`src/rtl/instruction_fetch.sv`:
```
// instruction_fetch: in-order instruction fetch unit with a 2-deep request
// window. Every response has a free buffer slot when it arrives.
//
// Ports:
//   clk, rst                 clock, synchronous active-high reset
//   stall                    decode cannot take the presented instruction
//   redirect, redirect_address  taken branch / jal / jalr from execute
//   imem_req, imem_addr      request to instruction memory (word aligned)
//   imem_ready               memory accepts the request this cycle
//   imem_rvalid, imem_rdata  in-order response from instruction memory
//   valid, instruction, pc_address  head of the instruction buffer to decode
//   misaligned_trap          (FETCH_MISALIGN_TRAP_EN only) misaligned redirect
//
// Build option: define FETCH_MISALIGN_TRAP_EN to trap and halt on redirects
// whose target is not word aligned; otherwise the low two bits are masked.

module instruction_fetch #(
  parameter int unsigned          DataWidth   = 32,
  parameter logic [DataWidth-1:0] ResetVector = DataWidth'(32'h0000_0000)
) (
  input  logic                 clk,
  input  logic                 rst,
  input  logic                 stall,
  input  logic                 redirect,
  input  logic [DataWidth-1:0] redirect_address,
  output logic                 imem_req,
  output logic [DataWidth-1:0] imem_addr,
  input  logic                 imem_ready,
  input  logic                 imem_rvalid,
  input  logic [DataWidth-1:0] imem_rdata,
  output logic                 valid,
  output logic [DataWidth-1:0] instruction,
  output logic [DataWidth-1:0] pc_address
`ifdef FETCH_MISALIGN_TRAP_EN
  ,
  output logic                 misaligned_trap
`endif
);

  localparam logic [1:0] StBoot  = 2'd0;
  localparam logic [1:0] StFetch = 2'd1;
  localparam logic [1:0] StDrain = 2'd2;

  localparam logic [DataWidth-1:0] Nop       = DataWidth'(32'h0000_0013);
  localparam logic [DataWidth-1:0] PcStep    = DataWidth'(4);
  localparam logic [DataWidth-1:0] AlignMask = ~DataWidth'(3);

  logic [1:0]           state_q, state_n;
  logic [DataWidth-1:0] fetch_pc_q, fetch_pc_n;
  logic [1:0]           out_cnt_q, out_cnt_n;
  logic [DataWidth-1:0] aq_q [2];
  logic [DataWidth-1:0] aq_n [2];

  // Buffer slot 0 lives directly in the valid/instruction/pc_address flops.
  logic                 valid_n;
  logic [DataWidth-1:0] instruction_n, pc_address_n;
  logic                 buf1_valid_q, buf1_valid_n;
  logic [DataWidth-1:0] buf1_instr_q, buf1_instr_n;
  logic [DataWidth-1:0] buf1_pc_q, buf1_pc_n;

  logic                 imem_req_n;
  logic [DataWidth-1:0] imem_addr_n;
  logic                 halt_n;

  logic                 accept_c, rsp_live_c, consume_c, rsp_write_c;
  logic [DataWidth-1:0] target_c;
  logic [1:0]           aq_occ_c;
  logic [2:0]           occ_sum_c;

`ifdef FETCH_MISALIGN_TRAP_EN
  logic halt_q;
  logic trap_n;
  logic misaligned_c;
`endif

  // Next-state, queue/buffer update and next-output decode.
  always_comb begin
    state_n       = state_q;
    fetch_pc_n    = fetch_pc_q;
    out_cnt_n     = out_cnt_q;
    aq_n          = aq_q;
    valid_n       = valid;
    instruction_n = instruction;
    pc_address_n  = pc_address;
    buf1_valid_n  = buf1_valid_q;
    buf1_instr_n  = buf1_instr_q;
    buf1_pc_n     = buf1_pc_q;
    halt_n        = 1'b0;

    accept_c    = imem_req & imem_ready;
    rsp_live_c  = imem_rvalid & (out_cnt_q != 2'd0);
    consume_c   = valid & ~stall;
    rsp_write_c = rsp_live_c & (state_q == StFetch);

`ifdef FETCH_MISALIGN_TRAP_EN
    misaligned_c = redirect & (redirect_address[1:0] != 2'b00);
    target_c     = redirect_address;
    trap_n       = misaligned_c;
    halt_n       = halt_q;
    if (redirect) halt_n = misaligned_c;
`else
    target_c = redirect_address & AlignMask;
`endif

    // Outstanding count also serves as the drain count after a redirect.
    out_cnt_n = out_cnt_q + 2'(accept_c) - 2'(rsp_live_c);

    // Address queue: pop on response, push the accepted address at the tail.
    aq_occ_c = out_cnt_q - 2'(rsp_live_c);
    if (rsp_live_c) aq_n[0] = aq_q[1];
    if (accept_c) begin
      if (aq_occ_c == 2'd0) aq_n[0] = imem_addr;
      else                  aq_n[1] = imem_addr;
    end

    // Buffer: consume shifts slot 1 into slot 0, then the response fills the tail.
    if (consume_c) begin
      valid_n       = buf1_valid_q;
      instruction_n = buf1_instr_q;
      pc_address_n  = buf1_pc_q;
      buf1_valid_n  = 1'b0;
    end
    if (rsp_write_c) begin
      if (!valid_n) begin
        valid_n       = 1'b1;
        instruction_n = imem_rdata;
        pc_address_n  = aq_q[0];
      end else begin
        buf1_valid_n = 1'b1;
        buf1_instr_n = imem_rdata;
        buf1_pc_n    = aq_q[0];
      end
    end
    if (redirect) begin
      valid_n      = 1'b0;
      buf1_valid_n = 1'b0;
    end
    if (!valid_n) begin
      instruction_n = Nop;
      pc_address_n  = '0;
    end

    if (accept_c) fetch_pc_n = fetch_pc_q + PcStep;
    if (redirect) fetch_pc_n = target_c;

    case (state_q)
      StBoot:  state_n = StFetch;
      StFetch: if (redirect) state_n = (out_cnt_n != 2'd0) ? StDrain : StFetch;
      StDrain: if (out_cnt_n == 2'd0) state_n = StFetch;
      default: state_n = StBoot;
    endcase

    // Request only while the in-flight plus buffered total leaves a slot free.
    occ_sum_c   = 3'(out_cnt_n) + 3'(valid_n) + 3'(buf1_valid_n);
    imem_req_n  = (state_n == StFetch) & ~halt_n & (occ_sum_c < 3'd2);
    imem_addr_n = fetch_pc_n;
  end

  // State and registered outputs.
  always_ff @(posedge clk) begin
    if (rst) begin
      state_q      <= StBoot;
      fetch_pc_q   <= ResetVector;
      out_cnt_q    <= 2'd0;
      aq_q[0]      <= '0;
      aq_q[1]      <= '0;
      valid        <= 1'b0;
      instruction  <= Nop;
      pc_address   <= '0;
      buf1_valid_q <= 1'b0;
      buf1_instr_q <= Nop;
      buf1_pc_q    <= '0;
      imem_req     <= 1'b0;
      imem_addr    <= ResetVector;
    end else begin
      state_q      <= state_n;
      fetch_pc_q   <= fetch_pc_n;
      out_cnt_q    <= out_cnt_n;
      aq_q[0]      <= aq_n[0];
      aq_q[1]      <= aq_n[1];
      valid        <= valid_n;
      instruction  <= instruction_n;
      pc_address   <= pc_address_n;
      buf1_valid_q <= buf1_valid_n;
      buf1_instr_q <= buf1_instr_n;
      buf1_pc_q    <= buf1_pc_n;
      imem_req     <= imem_req_n;
      imem_addr    <= imem_addr_n;
    end
  end

`ifdef FETCH_MISALIGN_TRAP_EN
  // Trap pulse and halt flag held until the next aligned redirect.
  always_ff @(posedge clk) begin
    if (rst) begin
      halt_q          <= 1'b0;
      misaligned_trap <= 1'b0;
    end else begin
      halt_q          <= halt_n;
      misaligned_trap <= trap_n;
    end
  end
`endif

endmodule

```
`config.mk`:
```
export PLATFORM = sky130hd
export DESIGN_NAME = instruction_fetch
export DESIGN_NICKNAME = d
export VERILOG_FILES = /design/src/rtl/instruction_fetch.sv
export SDC_FILE = /design/constraint.sdc
export NUM_CORES = 1
export LEC_CHECK = 0
export CAP_MARGIN = 20
export CORE_UTILIZATION = 55
export CTS_CLUSTER_DIAMETER = 50
export DETAILED_ROUTE_END_ITERATION = 8
export PLACE_DENSITY = 0.85
export SYNTH_ARGS = -nofsm -noshare
export SYNTH_HDL_FRONTEND = slang
export SYNTH_SLANG_ARGS = --single-unit
```
`constraint.sdc`:
```
create_clock -name clk -period 4.35 [get_ports clk]
set_input_delay 0.87 -clock clk [delete_from_list [all_inputs] [get_ports clk]]
set_output_delay 0.87 -clock clk [all_outputs]
set_load 0.005 [all_outputs]
```
* Yosys cells after proc, flatten, opt, wreduce, memory -nomap -nowiden
Cells that the tools add are included.
Operators by class: $add $sub $neg 6, $lt $le $gt $ge 1, eq/ne operators 3, multiplexer cells 23, bitwise operators 8, reduce and logical (&&, ||, !) cells 10
Operators with widths (number):
- 32-bit two-way mux | 11
- 64-bit two-way mux | 1
- 32-bit by 3-bit adder with 32-bit output, second input constant | 1
- 1-bit two-way mux | 7
- 2-bit logical NOT | 3
- 2-bit two-way mux | 3
- 2-bit one-hot mux with 3 select lines | 1
- 2-bit nonzero test | 3
- 1-bit AND | 5
- 2-bit by 1-bit == test with 1-bit output, second input constant | 2
- 2-bit AND reduction | 2
- 2-bit OR reduction | 2
- 2-bit by 1-bit subtractor with 2-bit output | 2
- 2-bit by 1-bit adder with 3-bit output | 1
- 3-bit by 1-bit adder with 3-bit output | 1
- 3-bit by 2-bit < comparator with 1-bit output, second input constant | 1
- 1-bit inverter | 3
- 2-bit by 1-bit adder with 2-bit output | 1
- 2-bit == test, second input constant | 1
Storage, ports and cells: register bits after elaboration 231, input port bits 70, word-level logic and storage cells 64

* Logic depth before layout (Yosys ltp)
Gate-level depths: netlist of the first run.
depth after elaboration 9, gate-level depth with buffers 10, gate-level depth less buffers 8

* Least setup slack after synthesis of the first run
OpenSTA, ideal clock, no wires.
path kind input-to-reg, from input port imem_rvalid, to register imem_req, library setup time 0.091 ns, arrival time 2.392 ns, data required time 4.259 ns, path slack 1.866 ns, cell stages on the path 8, path through o21a_1 > buf_2 > clkbuf_1 > xnor2_1 > ha_1 > ha_1 > nand3_1 > nor4bb_1
Between the ends: longest elaborated chain between the ends 8, elaborated cells on any way between the ends 18, those cells by class add/sub (3); order compare (1); eq/ne (1); mux (8); bitwise (3); reduce/logical (2)
Ends and longest elaborated chain:
- start, declared | RTL line 29 | input logic imem_rvalid,
- 1-bit AND (*) | RTL line 91 | rsp_live_c = imem_rvalid & (out_cnt_q != 2'd0);
- 2-bit by 1-bit subtractor with 2-bit output (*) | RTL line 106 | out_cnt_n = out_cnt_q + 2'(accept_c) - 2'(rsp_live_c);
- named net out_cnt_n[0] | RTL line 50 | logic [1:0] out_cnt_q, out_cnt_n;
- parallel branches: the longest is 5 deep, another holds 2-bit by 1-bit adder with 3-bit output
- 1-bit AND (*) | RTL line 155 | imem_req_n = (state_n == StFetch) & ~halt_n & (occ_sum_c < 3'd2);
- end signal, assigned | RTL line 187 | imem_req <= imem_req_n;
- end, declared | RTL line 26 | output logic imem_req,
Mark *: on every way through the listed nets, which the timed path passes. A chain may end at the register's enable or synchronous reset.

* Worst setup path after layout of the first run
from input port stall, to register pc_address[31]
Between the ends: longest elaborated chain between the ends 7, elaborated cells on any way between the ends 10, those cells by class mux (6); bitwise (3); reduce/logical (1)
Ends and longest elaborated chain:
- start, declared | RTL line 23 | input logic stall,
- 1-bit inverter (*) | RTL line 92 | consume_c = valid & ~stall;
- 1-bit AND (*) | RTL line 92
- 1-bit two-way mux | RTL line 117 | if (consume_c) begin
- 1-bit two-way mux | RTL line 123 | if (rsp_write_c) begin
- 1-bit two-way mux | RTL line 134 | if (redirect) begin
- 1-bit inverter (no line)
- 2-bit OR reduction (no line)
- end signal, assigned | RTL line 183 | pc_address <= pc_address_n;
- end, declared | RTL line 33 | output logic [DataWidth-1:0] pc_address
Every way passes the cells marked *; elsewhere a longest branch is shown, timed or not.

==> results of run 1 <==
## synth_stat cells, types with 2 or more instances
library cell | number | share of area [%]
nand2_1 | 280 | 11
dfxtp_1 | 227 | 48
nor2_1 | 124 | 4.9
a21oi_1 | 103 | 5.5
a211oi_1 | 73 | 5.8
mux2i_1 | 68 | 7.2
clkbuf_1 | 63 | 2.5
a311oi_1 | 32 | 3.0
xnor2_1 | 25 | 2.3
buf_1 | 14 | 0.56
nand3_1 | 13 | 0.69
buf_2 | 12 | 0.64
nor3_1 | 9 | 0.48
o21ai_0 | 9 | 0.48
inv_1 | 7 | 0.28
nand4_1 | 5 | 0.33
xor2_1 | 5 | 0.47
and3_1 | 4 | 0.27
and4_1 | 4 | 0.37
nand3b_1 | 4 | 0.32
nor4_1 | 4 | 0.27
or2_2 | 4 | 0.27
buf_4 | 3 | 0.24
ha_1 | 3 | 0.40
nor4_2 | 3 | 0.40
or3_1 | 3 | 0.20
nand2b_1 | 2 | 0.13
nor2b_1 | 2 | 0.13
nor4_4 | 2 | 0.45
o21ai_1 | 2 | 0.11
## worst paths after layout
path / start / endpoint / cells after the start
worst max-delay path: stall / pc_address[31] / 7
worst min-delay path: buf1_pc_q[26] / buf1_pc_q[26] / 2
worst max register to register: valid / pc_address[31] / 6
worst min register to register: buf1_pc_q[26] / buf1_pc_q[26] / 2
## layout make-up
type                            count  area [um2]
Fill cell                        1292        4731
Sequential cell                   227        4544
Multi-Input combinational cell    798        4484
Timing Repair Buffer              179        1749
Clock buffer                       37       740.7
Tap cell                          220       275.3
Clock inverter                      7       91.34
Inverter                            7       26.28
## cells in the final DEF (no fill, tap or decap), types with 7 or more instances in the layout
| cell type | synthesis | final |
|---|---|---|
| nand2_1 | 280 | 280 |
| dfxtp_1 | 227 | 227 |
| clkdlybuf4s50_1 | 0 | 162 |
| nor2_1 | 124 | 123 |
| a21oi_1 | 103 | 103 |
| a211oi_1 | 73 | 73 |
| mux2i_1 | 68 | 68 |
| a311oi_1 | 32 | 32 |
| xnor2_1 | 25 | 25 |
| clkbuf_16 | 0 | 25 |
| buf_4 | 3 | 17 |
| nand3_1 | 13 | 12 |
| nor3_1 | 9 | 9 |
| o21ai_0 | 9 | 8 |
| inv_1 | 7 | 7 |
| clkbuf_8 | 0 | 7 |
## per-stage QoR
stage,util [%],hold slack [ps],area (um2),cells,worst slack [ps]
after global routing,71.57,465.2,11910,1475,1173
final,71.57,452.2,11910,1475,1411
after detailed placement,66.57,446.3,11080,1431,1000
after global placement,66.57,440.9,11080,1431,1078
after CTS,71.57,454.2,11910,1475,1456
after floorplan,-,435.7,9417,1126,1866
## metal layers
| layer | vias up | GRT usage [%] | wire length (um) |
|---|---|---|---|
| met4 | 0 | 6.960 | 294 |
| met5 | - | 0 | 0 |
| met3 | 25 | 3.755 | 1624 |
| met2 | 299 | 43.63 | 10940 |
| met1 | 3818 | 35.41 | 10430 |
| li1 | 4068 | - | - |
## power groups by stage
stage	clock [W]	combinational (W)	sequential (W)
floorplan	0	0.000549	0.00235
global placement	0	0.000772	0.00240
detailed placement	0	0.000796	0.00240
CTS	0.00213	0.000810	0.00236
global route	0.00222	0.000888	0.00238
finish	0.00210	0.000814	0.00237
## tightest hold or removal path, cell delays in order (launching register included)
cell,delay (ps)
dfxtp_1,300
nand2_1,50
a21oi_1,50
## cell families (layout without fill, tap and decap cells)
group,count (synthesis),in the layout,synth area share [%]
simple gates,468,468,21.16
flops,227,227,48.28
compound gates,226,226,15.58
buf+inv,101,230,4.400
mux,69,69,7.351
xor+xnor,30,30,2.791
fa+ha+maj,3,3,0.3988
other cells,1,2,0.03984
## state kept, by name, summed over array words and instances, names as in the netlist
name and cells:
aq_q 62, buf1_instr_q 32, buf1_pc_q 32, buf1_valid_q 1, fetch_pc_q 30, imem_req 1
instruction 32, out_cnt_q 2, pc_address 32, state_q 2, valid 1
==> flow_summary.ini, run 1 <==
[outcome]
status = complete, no violations

[power]
p_comb_share_pct = 15.4
power.density_nw_per_um2 = 443.2
power.share.sequential_pct = 44.8
leakage_nw = 4.535
switching_share_pct = 27.64
ir_worst_vdd_uv = 343.7
total_power_w = 0.005280
p_int_w = 0.003821
switchingPower_w = 0.001459
clkPwrFrac_pct = 39.8

[routing]
num_vias = 8210
wirelength_um = 23290
drt_iter0_drc = 485
wl_per_cell_um = 15.79
drc = 0
vias_per_cell = 5.566
final_antenna_net_count = 0
dr.pass1.iters = 5

[clock_tree]
cts_setup_buffers = 0
root_buffer = clkbuf_16
cts.sinks = 227
htree_levels = 1
cts.clk_slew.worst_paths_ps = 60
hold_buffers = 0
numCtsBuffers = 25
cts_resized = 0
cts_tree = yes
clk_path_buf_depth = 3
clk_latency_ps = 500

[critical_path]
r2r_setup_slack_ps = 1750
startpoint_type = input port
crit_path_max_fanout = 74
crit_required_ps = 4750
end_kind = flip-flop
worst_ep_arrival_time_ps = 3330
critical-path-max-stage-delay_ps = 680
path_buf_inv = 3
critPathSlowestCell = buf_4
crit_family = buffers and inverters
path_common_cell = buf_4
critPathKind = in2reg
path_cells = clkdlybuf4s50_1 > o21ai_0 > nand4b_1 > buf_4 > buf_4 > nor2_1 > a211oi_1

[timing]
hold_violations = 0
fin_crit_sh_pct = 67.57
worst_pin_slew_ps = 1098
fin_tns_setup_ps = 0
slew_headroom_pct = 26.80
drv_slew = 0
timing.fmax_mhz = 340.2
layout_min_cycle_time_ps = 2939
finalSetupViolCount = 0
skew_ps = 6.512
rsz0062_at_grt = no

[logic_synthesis]
yosysWarningCount = 0
ys_seq_area_share_pct = 48.28
ys_seq_elements = 227
synthCells = 1125
ys_types = 46
syn_avg_cell_area_um2 = 8.367
syn_area_um2 = 9413
synth-async-reset-ratio_pct = 0
synth_top_flop_cell = dfxtp_1
synth-edff-count = 0

[floorplan]
start_util_pct = 56.56
die_w_um = 132.8
die-area_um2 = 17640
coreArea_um2 = 16640
ios = 168
die_h_um = 132.8
num_rows = 47

[global_route]
grt_remaining_overflow = 0
grt_pass1_wl_um = 38220
antenna_found_initial = 0
grt_max_degree = 101
grtUsageTotal_pct = 26.17
grt_pass1_vias = 7752

[placement]
dp_hpwl_um = 14630
routabilityCongestion = 0.8269
port_buffers = 163

[cells_and_area]
area_delta_synth_final_pct = 26.55
nets = 1311
layout-drive-gt1-share_pct = 6.056
n_antenna_cell = 0

[worst_hold_path]
hp-class = reg2reg

[job]
cap_violations = 0
Power figures use the tool's default switching activity.
==> inputs of run 2 (changes only) <==
Settings changed: CORE_UTILIZATION 55 to 48, PLACE_DENSITY 0.85 to 0.79.
Clock period 4.35 ns to 2.7 ns, I/O delays scaled along.
==> run 2 against run 1 <==
Effect of this change:
- sequential power rose by 61%
- worst hold slack got worse by 17 ps
- clock power rose by 70%
==> flow_summary.ini, run 2 (synthesis gave the netlist of run 1 again) <==
[clock_tree]
cts.clk_slew.worst_paths_ps = 60
cts_setup_buffers = 0
cts_tree = yes
htree_levels = 1
root_buffer = clkbuf_16
clk_latency_ps = 520
numCtsBuffers = 25
clk_path_buf_depth = 3
hold_buffers = 0
cts.sinks = 227
cts_resized = 0

[global_route]
grtUsageTotal_pct = 23.17
grt_pass1_vias = 7591
antenna_found_initial = 0
grt_remaining_overflow = 0
grt_pass1_wl_um = 38250
grt_max_degree = 123

[power]
leakage_nw = 4.637
clkPwrFrac_pct = 41.0
ir_worst_vdd_uv = 403.7
power.density_nw_per_um2 = 718.1
p_int_w = 0.006322
total_power_w = 0.008723
switching_share_pct = 27.52
switchingPower_w = 0.002400
p_comb_share_pct = 15.4
power.share.sequential_pct = 43.6

[routing]
dr.pass1.iters = 5
final_antenna_net_count = 0
drt_iter0_drc = 647
drc = 0
wirelength_um = 23580
vias_per_cell = 5.369
num_vias = 8199
wl_per_cell_um = 15.44

[cells_and_area]
design_area_um2 = 12150
area_delta_synth_final_pct = 29.04
layout_common_cells = nand2_1, dfxtp_1, clkdlybuf4s50_1, nor2_1, a21oi_1
n_antenna_cell = 0
largest_reg_flops = 62
layout-drive-gt1-share_pct = 7.103
nets = 1321
final_common_cell = nand2_1
largest_register = aq_q

[floorplan]
die-area_um2 = 20170
die_h_um = 142.0
die_w_um = 142.0
coreArea_um2 = 18960
start_util_pct = 49.66
ios = 168
num_rows = 50

[job]
cap_violations = 0

[placement]
dp_hpwl_um = 14880
postPlaceCellArea_um2 = 11270
port_buffers = 163
routabilityCongestion = 0.8210
dp_slack_ps = 64.22

[critical_path]
path_buf_inv = 1
worstReg2RegEnd = fetch_pc_q[20]
critPathKind = reg2out
startpoint_type = flip-flop
r2r-start = fetch_pc_q[4]
crit_path_max_fanout = 7
end_kind = primary output
worst_ep_arrival_time_ps = 1670
crit_required_ps = 2160
r2r_setup_slack_ps = 680
crit_family = buffers and inverters
reg2reg_depth = 5
critical-path-max-stage-delay_ps = 610
critPathSlowestCell = clkdlybuf4s50_1
path_cells = clkdlybuf4s50_1

[worst_hold_path]
hp-class = in2reg
hp-start = rst
worstHoldEndpoint = fetch_pc_q[7]
holdPathStages = 2

[timing]
hold_violations = 0
slew_headroom_pct = 56.73
fin_tns_setup_ps = 0
drv_slew = 0
timing.fmax_mhz = 453.4
worst_pin_slew_ps = 649.1
layout_min_cycle_time_ps = 2205
layout_setup_ws_ps = 494.6
fin_crit_sh_pct = 81.68
rsz0062_at_grt = no
skew_ps = 13.13
hold-worst-slack_ps = 435.5
finalSetupViolCount = 0

[outcome]
status = complete, no violations
[run 2: worst max path at each step]
stage,from,end,slack (ps),cells after the start
global route,fetch_pc_q[17],imem_addr[17],470,1
CTS,fetch_pc_q[29],imem_addr[29],510,1
detailed placement,imem_rvalid,imem_req,60,7
global placement,imem_rvalid,imem_req,140,7
floorplan,imem_rvalid,imem_req,550,8
finish,fetch_pc_q[29],imem_addr[29],490,1
[run 2: area by class of cell]
class / count / area (um2)
fillers: 1579 / 6809
flip-flops and latches: 227 / 4544
multi-input cells: 798 / 4484
repair buffers: 189 / 1887
clock buffers: 33 / 705.7
well taps: 260 / 325.3
clock inverters: 13 / 173.9
inverters: 7 / 26.28
[run 2: metrics by stage]
step	std cells	util [%]
2_1_floorplan	1126	-
3_3_place_gp	1481	59.44
3_5_place_dp	1481	59.44
4_1_cts	1527	64.08
5_1_grt	1527	64.08
6_report	1527	64.08
[run 2: power by group through the flow]
stage	clock network [W]	logic [W]	registers [W]
after floorplan	0	0.000884	0.00379
after global placement	0	0.00129	0.00387
after detailed placement	0	0.00132	0.00387
after CTS	0.00363	0.00134	0.00380
after global routing	0.00378	0.00147	0.00383
final	0.00357	0.00134	0.00381
[run 2: layer usage]
metal,GRT usage [%],routed length [um]
met1,32.90,11280
met2,36.95,10390
met3,3.297,1516
met4,5.659,387
met5,0,0
==> inputs of run 3 (changes only) <==
Clock period 2.7 ns to 2 ns, I/O delays scaled along.
==> run 3 against run 2 <==
Effect of this change:
- non-clock buffer count grew 42
- register-to-register slack lost 510 ps
- worst hold slack lost 66 ps
==> flow_summary.ini, run 3 (synthesis gave the netlist of run 1 again) <==
[outcome]
status = complete, no violations

[global_route]
gr-usage-met2_pct = 36.56
grt.met1_usage_pct = 32.46
antenna_found_initial = 0
grt_pass1_wl_um = 37820
grtUsageTotal_pct = 22.78
use_met3_pct = 2.995
grt_pass1_vias = 7537
grt_remaining_overflow = 0
grt_max_degree = 158
grt.busiest_layer = met2

[timing]
rsz0062_at_grt = no
timing.fmax_mhz = 511.9
drv_slew = 0
fin_crit_sh_pct = 97.67
finalSetupViolCount = 0
slew_headroom_pct = 49.53
hold-worst-slack_ps = 369.3
hold_violations = 0
worst_pin_slew_ps = 757.0
skew_ps = 10.29
layout_min_cycle_time_ps = 1953

[routing]
wirelength_um = 23240
vias_per_cell = 5.307
num_vias = 8285
drt_iter0_drc = 603
drc = 0
final_antenna_net_count = 0
wl_per_cell_um = 14.89
dr.pass1.iters = 5

[clock_tree]
cts_tree = yes
cts_setup_buffers = 0
clk_path_buf_depth = 3
root_buffer = clkbuf_16
cts.sinks = 227
clk_latency_ps = 510
htree_levels = 1
cts.clk_slew.worst_paths_ps = 60
numCtsBuffers = 23

[worst_hold_path]
hp-class = in2reg
holdPathStages = 4
hp-start = rst
worstHoldEndpoint = buf1_valid_q

[critical_path]
r2r_setup_slack_ps = 170
crit_family = buffers and inverters
crit_required_ps = 1600
path_buf_inv = 1
worstReg2RegEnd = imem_req
path_cells = clkdlybuf4s50_1
startpoint_type = flip-flop
crit_path_max_fanout = 5
critPathSlowestCell = clkdlybuf4s50_1
critPathKind = reg2out
worst_ep_arrival_time_ps = 1550
crit_start = fetch_pc_q[30]
reg2reg_depth = 6
critical-path-max-stage-delay_ps = 560
end_kind = primary output
r2r-start = out_cnt_q[1]

[floorplan]
die_h_um = 142.0
num_rows = 50
die-area_um2 = 20170
ios = 168
die_w_um = 142.0
coreArea_um2 = 18960
start_util_pct = 49.66

[cells_and_area]
largest_register = aq_q
postLayoutCoreUtil_pct = 65.74
area_delta_synth_final_pct = 32.39
fill_cells = 1542
layout_common_cells = nand2_1, dfxtp_1, clkdlybuf4s50_1, nor2_1, a21oi_1
n_antenna_cell = 0
nets = 1361
layout-drive-gt1-share_pct = 9.915
largest_reg_flops = 62
final_common_cell = nand2_1

[placement]
routabilityCongestion = 0.8266
port_buffers = 163
dp_hpwl_um = 15330

[power]
ir_worst_vdd_uv = 560.5
leakage_nw = 4.832
power.density_nw_per_um2 = 915.3

[job]
cap_violations = 0
run 3: per-stage QoR:
stage          total power, W  setup TNS [ps]  setup WS [ps]  std cells  cell area (um2)
6_report              0.01141               0          46.54       1561            12460
5_1_grt               0.01190               0         0.1398       1561            12460
4_1_cts               0.01146               0          20.68       1561            12460
3_5_place_dp         0.007215          -29970         -341.1       1523            11710
3_3_place_gp         0.007159          -25200         -259.6       1523            11710
2_1_floorplan        0.006308               0          85.01       1126             9419
run 3: where the power goes:
group,switching (W),internal (W)
Clock,0.00170,0.00255
Combinational,0.00116,0.000893
Sequential,0.000282,0.00482
Total,0.00315,0.00826
run 3: repair_timing:
action,in CTS,in global routing
setup endpoints to repair,1,5
gates resized for setup,1,5
hold buffers,0,0
run 3: worst max-delay path by stage:
stage / to / slack [ps] / depth (start not counted)
floorplan: imem_req / 90 / 8
detailed placement: imem_req / -340 / 7
CTS: imem_addr[27] / 20 / 1
global route: imem_addr[2] / 0.1 / 2
global placement: imem_req / -260 / 7
finish: imem_addr[30] / 50 / 1
run 3: layout make-up:
cell class                 count  area, um2  area share, %
tap                          260      325.3          2.610
clock buffer                  32      659.4          5.291
inverter                       7      26.28         0.2108
sequential                   227       4552          36.53
timing repair buffer         231       2327          18.67
multi-input combinational    798       4484          35.98
clock inverter                 6      87.58         0.7028
run 3: metal layers:
metal	vias to the layer above	routed length, um	share of wire (%)
met5	-	0	0
met4	0	309	1.3
met3	30	1528	6.6
met2	263	10530	45
met1	3822	10860	47
li1	4170	-	-
